File: config.mk
export PLATFORM = sky130hd
export DESIGN_NAME = seg_disp_ctrl
export DESIGN_NICKNAME = d
export VERILOG_FILES = /design/src/rtl/seg_pkg.sv /design/src/rtl/seg_tick_gen.sv /design/src/rtl/seg_disp_ctrl.sv
export SDC_FILE = /design/constraint.sdc
export NUM_CORES = 1
export LEC_CHECK = 0
export BUFFER_PORTS_ARGS = -buffer_cell sky130_fd_sc_hd__buf_4
export CAP_MARGIN = 5
export CORE_MARGIN = 5
export CORE_UTILIZATION = 57
export DETAILED_ROUTE_END_ITERATION = 16
export PLACE_DENSITY_LB_ADDON = 0.15
export SYNTH_ARGS = -nofsm -noshare
export SYNTH_HDL_FRONTEND = slang
export SYNTH_SLANG_ARGS = --single-unit
File: constraint.sdc
create_clock -name clk -period 2.58 [get_ports clk]
set_input_delay 0 -clock clk [delete_from_list [all_inputs] [get_ports clk]]
set_output_delay 0 -clock clk [all_outputs]
set_load 0.01 [all_outputs]
File: src/rtl/seg_pkg.sv
// Purpose: shared register addresses, ctrl bit positions and blink-state encoding for seg_disp_ctrl.
// Latency: n/a (definitions only).
// Backpressure: n/a (definitions only).
package seg_pkg;

  // Register map selected by wr_addr
  localparam logic ADDR_DATA = 1'b0;
  localparam logic ADDR_CTRL = 1'b1;

  // Bit positions inside the ctrl register payload
  localparam int CTRL_COUNT_BIT = 0;
  localparam int CTRL_BLINK_BIT = 1;

  // Blink FSM encoding; SHOW is the reset state so digits are lit out of reset
  typedef enum logic {
    BLINK_SHOW  = 1'b0,
    BLINK_BLANK = 1'b1
  } blink_state_e;

endpackage

File: src/rtl/seg_tick_gen.sv
// Purpose: free-running prescaler that emits a one-cycle tick every PRESCALE_DIV clk cycles.
// Latency: tick is decoded straight from the counter register (no extra stage).
// Backpressure: none; clr restarts the period from 0 on the next edge.
//
// Ports:
//   clk   - clock, rising edge
//   rst_n - asynchronous active-low reset, clears the counter
//   clr   - synchronous restart of the counter to 0
//   tick  - high for the single cycle in which the counter equals PRESCALE_DIV-1
module seg_tick_gen #(
  parameter int PRESCALE_DIV = 25000000
) (
  input  logic clk,
  input  logic rst_n,
  input  logic clr,
  output logic tick
);

  localparam int CW = (PRESCALE_DIV > 2) ? $clog2(PRESCALE_DIV) : 1;
  localparam logic [CW-1:0] LAST = CW'(PRESCALE_DIV - 1);

  logic [CW-1:0] cnt_q;
  logic [CW-1:0] cnt_d;

  always_comb begin
    cnt_d = cnt_q + 1'b1;
    if (clr || (cnt_q == LAST)) begin
      cnt_d = '0;
    end
  end

  always_ff @(posedge clk or negedge rst_n) begin
    if (!rst_n) begin
      cnt_q <= '0;
    end else begin
      cnt_q <= cnt_d;
    end
  end

  assign tick = (cnt_q == LAST);

endmodule

File: src/rtl/seg_disp_ctrl.sv
// Purpose: two-digit 7-segment display register with auto-count and optional blink (macro SEG_BLINK_EN).
// Latency: an accepted write is visible on seg_data_* one cycle later.
// Backpressure: wr_ready is low only during reset; afterwards every wr_valid is accepted.
//
// Ports:
//   clk, rst_n             - clock (rising edge) and asynchronous active-low reset
//   wr_valid/wr_ready      - write handshake; a write happens on an edge with both high
//   wr_addr                - 0 = data register, 1 = ctrl register (bit0 count_en, bit1 blink_en)
//   wr_data[7:0]           - write payload
//   seg_data_1/seg_data_2  - low / high nibble of the data register
//   seg_on                 - digit enable (blink output); constant 1 without SEG_BLINK_EN
//   tick                   - one-cycle prescaler pulse
module seg_disp_ctrl
  import seg_pkg::*;
#(
  parameter int PRESCALE_DIV = 25000000
) (
  input  logic       clk,
  input  logic       rst_n,
  input  logic       wr_valid,
  output logic       wr_ready,
  input  logic       wr_addr,
  input  logic [7:0] wr_data,
  output logic [3:0] seg_data_1,
  output logic [3:0] seg_data_2,
  output logic       seg_on,
  output logic       tick
);

  logic       wr_ready_q;
  logic       wr_ready_d;
  logic [7:0] disp_q;
  logic [7:0] disp_d;
  logic       count_en_q;
  logic       count_en_d;

  logic       wr_fire;
  logic       data_wr;
  logic       ctrl_wr;
  logic       tick_w;

  // The handshake uses the registered ready, so nothing from wr_* reaches the outputs combinationally
  assign wr_fire = wr_valid && wr_ready_q;
  assign data_wr = wr_fire && (wr_addr == ADDR_DATA);
  assign ctrl_wr = wr_fire && (wr_addr == ADDR_CTRL);

  seg_tick_gen #(
    .PRESCALE_DIV(PRESCALE_DIV)
  ) u_tick_gen (
    .clk  (clk),
    .rst_n(rst_n),
    .clr  (ctrl_wr),
    .tick (tick_w)
  );

  always_comb begin
    wr_ready_d = 1'b1;
    count_en_d = count_en_q;
    disp_d     = disp_q;
    // A written value wins over a coincident count increment
    if (data_wr) begin
      disp_d = wr_data;
    end else if (tick_w && count_en_q) begin
      disp_d = disp_q + 8'd1;
    end
    if (ctrl_wr) begin
      count_en_d = wr_data[CTRL_COUNT_BIT];
    end
  end

  always_ff @(posedge clk or negedge rst_n) begin
    if (!rst_n) begin
      wr_ready_q <= 1'b0;
      disp_q     <= 8'h00;
      count_en_q <= 1'b0;
    end else begin
      wr_ready_q <= wr_ready_d;
      disp_q     <= disp_d;
      count_en_q <= count_en_d;
    end
  end

`ifdef SEG_BLINK_EN
  logic         blink_en_q;
  logic         blink_en_d;
  blink_state_e blink_state_q;
  blink_state_e blink_state_d;

  always_comb begin
    blink_en_d = blink_en_q;
    if (ctrl_wr) begin
      blink_en_d = wr_data[CTRL_BLINK_BIT];
    end
  end

  // State register
  always_ff @(posedge clk or negedge rst_n) begin
    if (!rst_n) begin
      blink_en_q    <= 1'b0;
      blink_state_q <= BLINK_SHOW;
    end else begin
      blink_en_q    <= blink_en_d;
      blink_state_q <= blink_state_d;
    end
  end

  // Next state: a ctrl write or disabled blink pins the digits on; otherwise toggle per tick
  always_comb begin
    blink_state_d = blink_state_q;
    if (ctrl_wr || !blink_en_q) begin
      blink_state_d = BLINK_SHOW;
    end else if (tick_w) begin
      case (blink_state_q)
        BLINK_SHOW:  blink_state_d = BLINK_BLANK;
        BLINK_BLANK: blink_state_d = BLINK_SHOW;
        default:     blink_state_d = BLINK_SHOW;
      endcase
    end
  end

  // Output decode
  always_comb begin
    seg_on = 1'b1;
    if (blink_state_q == BLINK_BLANK) begin
      seg_on = 1'b0;
    end
  end
`else
  assign seg_on = 1'b1;
`endif

  assign wr_ready   = wr_ready_q;
  assign seg_data_1 = disp_q[3:0];
  assign seg_data_2 = disp_q[7:4];
  assign tick       = tick_w;

endmodule

== Word level (Yosys, flattened, before mapping) ==
Index checks and enable logic that the tools add are counted.

* Add/sub/neg operators: 2
* Eq/ne operators: 1
* Mux-type cells: 3
* Bitwise operators: 1
* Reductions and logical operators: 6

{| class="wikitable"
|+ Operators by type and width
! operator !! number
|-
| 25-bit by 1-bit adder with 25-bit output, second input constant || 1
|-
| 25-bit == test, second input constant || 1
|-
| 25-bit two-way mux || 1
|-
| 8-bit two-way mux || 2
|-
| 8-bit by 1-bit adder with 8-bit output, second input constant || 1
|-
| 1-bit logical AND || 4
|-
| 2-bit nonzero test || 1
|-
| 1-bit logical OR || 1
|-
| 1-bit NOT || 1
|}

* Bits in registers: 35
* Output and inout bits: 11
* Word-level logic and storage cells: 17

== Logic depth before layout (Yosys ltp) ==
* Depth in word-level cells: 4
* Mapped depth: 7
* Mapped depth without buffers: 6

== Hierarchy ==
Synthesis repeated with hierarchy kept, for this count alone.

* Cell total of the unflattened synthesis: 197
* Area total of the unflattened synthesis: 1858.0 µm²

{| class="wikitable"
|+ By module, submodules not included
! module !! instances !! cells each !! area each (µm²) !! sequential area each (µm²)
|-
| seg_tick_gen || 1 || 141 || 1327.5 || 625.6
|-
| seg_disp_ctrl || 1 || 56 || 530.5 || 250.2
|}

== Worst setup path after synthesis ==
OpenSTA, ideal clock, no wires.

* Path kind: register to register
* Start point: register u_tick_gen.cnt_q[0]
* End point: register disp_q[5]
* Setup time: 0.120 ns
* Arrival: 1.779 ns
* Required time: 2.460 ns
* Path slack: 0.682 ns
* Cell stages (with the launch flop): 7
* Buffers on the path: 0
* Period minus slack after synthesis: 1.898 ns
* Path through: dfrtp_1 > ha_1 > nand2_1 > or4_1 > nor2_1 > nand4_1 > a31o_1

* Cells in the longest elaborated chain, start to end: 3

{| class="wikitable"
|+ Ends and longest elaborated chain
! what !! line !! source
|-
| start: declaration || seg_tick_gen.sv:22 || <nowiki>logic [CW-1:0] cnt_q;</nowiki>
|-
| start signal: assignment || seg_tick_gen.sv:36 || <nowiki>cnt_q <= cnt_d;</nowiki>
|-
| 25-bit == test || seg_tick_gen.sv:40 || <nowiki>assign tick = (cnt_q == LAST);</nowiki>
|-
| 1-bit logical AND || seg_disp_ctrl.sv:63 || <nowiki>end else if (tick_w && count_en_q) begin</nowiki>
|-
| 2-bit nonzero test (no line) || -- ||
|-
| end signal: assignment || seg_disp_ctrl.sv:78 || <nowiki>disp_q <= disp_d;</nowiki>
|-
| end: declaration || seg_disp_ctrl.sv:32 || <nowiki>logic [7:0] disp_q;</nowiki>
|}

Every way passes these cells.
A chain may end at the register's enable or synchronous reset.

== Final worst setup path ==
Ends and elaborated chain as after synthesis.

==> flow_summary_export.csv <==
group,metric,value,unit
worst_setup_path,cp_top_family,"simple AND/OR/NAND/NOR gates",
grt,grt_usage,0.203,
cells_and_area,fin_area,0.00227,mm²
sta,setup_viol,0,
pwr,p_total,1.20,mW
grt,grt_pass1_vias,1614,
sta,fin_crit_sh,0.804,
cts,cts.clk_slew.worst_paths,0.10,ns
worst_setup_path,reg2regPathDepth,6,
placement,place_hpwl,2840,µm
worst_setup_path,r2r_slack,0.51,ns
synthesis,synth.most_common_cell,"dfrtp_1",
drt,drt_iter0_markers,67,
drt,routed_wl,4050,µm
synthesis,synth_area_leader_cell,"dfrtp_1",
worst_setup_path,crit_path_top_delay_cell,"or4_1",
cells_and_area,multi_input_comb_area,987,µm²
drt,viasPerCell,5.44,
worst_setup_path,critPathMaxStageDelay,0.62,ns
job,maxCapViolations,0,
min_path,hold_depth,4,
cts,ctsLongestPathBuffers,2,
outcome,status,"finished clean",
sta,rsz0062_at_grt,"false",
synthesis,async_reset_ff_frac,1.00,
cells_and_area,drive_gt1_frac,0.212,
sta,relSlewSlack,0.642,
worst_setup_path,cp-end-kind,"flip-flop",
synthesis,synth_cell_types,36,
placement,placedInstanceArea,0.00212,mm²
synthesis,yosys_warnings,0,
synthesis,synth_top_area_frac,0.453,
synthesis,syn_area_per_cell,9.77,µm²
sta,setup_tns,0,ns
synthesis,synth_edf_count,0,
die,start_util,0.584,
sta,tightest_slew,0.533,ns
pwr,power.share.clock,0.281,
pwr,power_switching_share,0.286,
pwr,combPwrFrac,0.164,
worst_setup_path,critPathLaunchType,"flip-flop",
min_path,hold_path.class,"input pin to flip-flop",
sta,fin_ws,0.506,ns
die,fp-row-count,21,
pwr,p_sw,0.344,mW
sta,skew,0.0158,ns
die,dieWidth,68.3,µm
pwr,seqPwrFrac,0.555,
worst_setup_path,cp.arrival,2.31,ns
drt,final_antenna_net_count,0,
pwr,power.density,530,mW/mm²
cts,cts_max_level,2,
die,die_area,0.00466,mm²
pwr,power.internal,0.859,mW
cts,cts_inserted_buffers,5,
synthesis,synthTopCellsByCount,"35 x dfrtp_1, 32 x nor2_1, 20 x xnor2_1",
sta,finalHoldViolCount,0,
grt,grt_max_degree,36,
cells_and_area,register_area,876,µm²
grt,overflow,0,
drt,via_count,1507,
cells_and_area,num_antenna_cells,0,
cts,cts_root_buffer,"clkbuf_4",
placement,port_buffers,21,
worst_setup_path,crit_chain,"ha_1 > nand2_1 > or4_1 > nor2_1 > nand4_1 > a31o_1",
synthesis,synth_top_flop_cell,"dfrtp_1",
worst_setup_path,cp_max_fo,5,
pwr,p_leak,0.966,nW
sta,fin_crit,2.07,ns
die,ios,23,
synthesis,syn_inst,198,
synthesis,synth.top_cells.by_area,"dfrtp_1 45%, xnor2_1 9.1%, nor2_1 6.2%, nor3_2 4.7%, nand3_1 3.4%",
drt,drc_errors,0,
drt,dr.pass1.iters,4,
sta,clock.fmax,482,MHz
pwr,ir_worst_vdd,443,µV
sta,fin_hold_ws,0.0469,ns
placement,dpl_worst_slack,0.499,ns
worst_setup_path,cp.depth,6,
worst_setup_path,crit_buf_inv,0,
cts,clk_latency,0.34,ns
cells_and_area,fillerInstances,274,
synthesis,ys_ff_latch,35,
grt,grt_pass1_wl,6960,µm
cells_and_area,nets,244,
placement,gp_congestion,0.825,
sta,final_max_slew_viol_count,0,
worst_setup_path,required,2.82,ns
cells_and_area,syn_to_final_growth,17.5,%
synthesis,syn-cell-area,0.00193,mm²
synthesis,yosysSeqAreaShare,0.453,
drt,wire_per_inst,14.6,µm
grt,antenna_found_initial,0,
cts,cts-resized-gates,0,
die,core,0.00331,mm²
cts,clock_sinks,35,
die,die_h,68.3,µm
cts,cts_tree,"built",
worst_setup_path,crit_type,"flip-flop to flip-flop",
[registers in the layout, indices dropped and copies added, names as in the netlist]
register,count
count_en_q,1
disp_q,8
u_tick_gen.cnt_q,25
wr_ready,1
[cell usage in the layout, fill, tap and decap left out, drive strengths merged, types with 8 or more instances in the layout]
cell         netlist  final
clkbuf             2      8
buf                5     23
nor3              15     15
nand3             14     14
inv                8      8
xnor2             20     20
dfrtp             35     35
dlygate4sd3        0      8
nor2              33     33
nand2             15     15
[stage by stage]
step	instances	utilization
5_1_grt	277	0.686
2_1_floorplan	199	-
3_3_place_gp	261	0.641
6_report	277	0.686
4_1_cts	277	0.686
3_5_place_dp	261	0.641
[layer usage]
metal | vias to the layer above | routed length (µm) | GRT usage
met4 | 0 | 50 | 0.0720
li1 | 734 | - | -
met5 | - | 0 | 0
met3 | 5 | 148 | 0.0542
met2 | 29 | 2070 | 0.354
met1 | 739 | 1790 | 0.239
[worst reg2reg max path, cell delays in order (launching register included)]
cell     delay [ns]
dfrtp_1        0.42
ha_1           0.29
nand2_1        0.10
or4_1          0.62
nor2_1         0.19
nand4_1        0.13
a31o_1         0.24
[cell families (layout without fill, tap and decap cells)]
family	count (synthesis)	count (layout)	synth area share
AOI/OAI and AO/OA	13	13	0.0414
DFF	35	35	0.453
other	1	2	0.00194
and+or+nand+nor	103	103	0.319
adders and majority gates	2	2	0.0129
buffers and inverters	15	47	0.0388
muxes	2	2	0.0110
xor gates and xnor gates	27	27	0.122
[power groups by stage]
stage,logic (mW),clock network (mW),registers [mW]
2_1_floorplan,0.112,0,0.670
3_3_place_gp,0.182,0,0.670
3_5_place_dp,0.191,0,0.674
4_1_cts,0.200,0.348,0.666
5_1_grt,0.221,0.370,0.676
6_report,0.197,0.338,0.668
[final timing paths]
kind | start | endpoint
max reg2reg | u_tick_gen.cnt_q[0] | disp_q[5]
max | u_tick_gen.cnt_q[0] | disp_q[5]
min | wr_data[7] | disp_q[7]
max in group asynchronous | rst_n | disp_q[0]
min in group asynchronous | rst_n | u_tick_gen.cnt_q[9]
min reg2reg | u_tick_gen.cnt_q[0] | u_tick_gen.cnt_q[0]
[repair_timing]
action,4_1_cts,5_1_grt
hold buffers,8,0
endpoints found under the hold margin,43,0
setup buffers,0,0
[final cells by class]
| type | instances | area share |
|---|---|---|
| multi-input combinational | 149 | 0.434 |
| clock buffer | 8 | 0.0303 |
| inverter | 8 | 0.0132 |
| sequential | 35 | 0.385 |
| timing repair buffer | 31 | 0.111 |
| tap | 46 | 0.0253 |
Note: power is estimated with default switching activity, not from simulation.
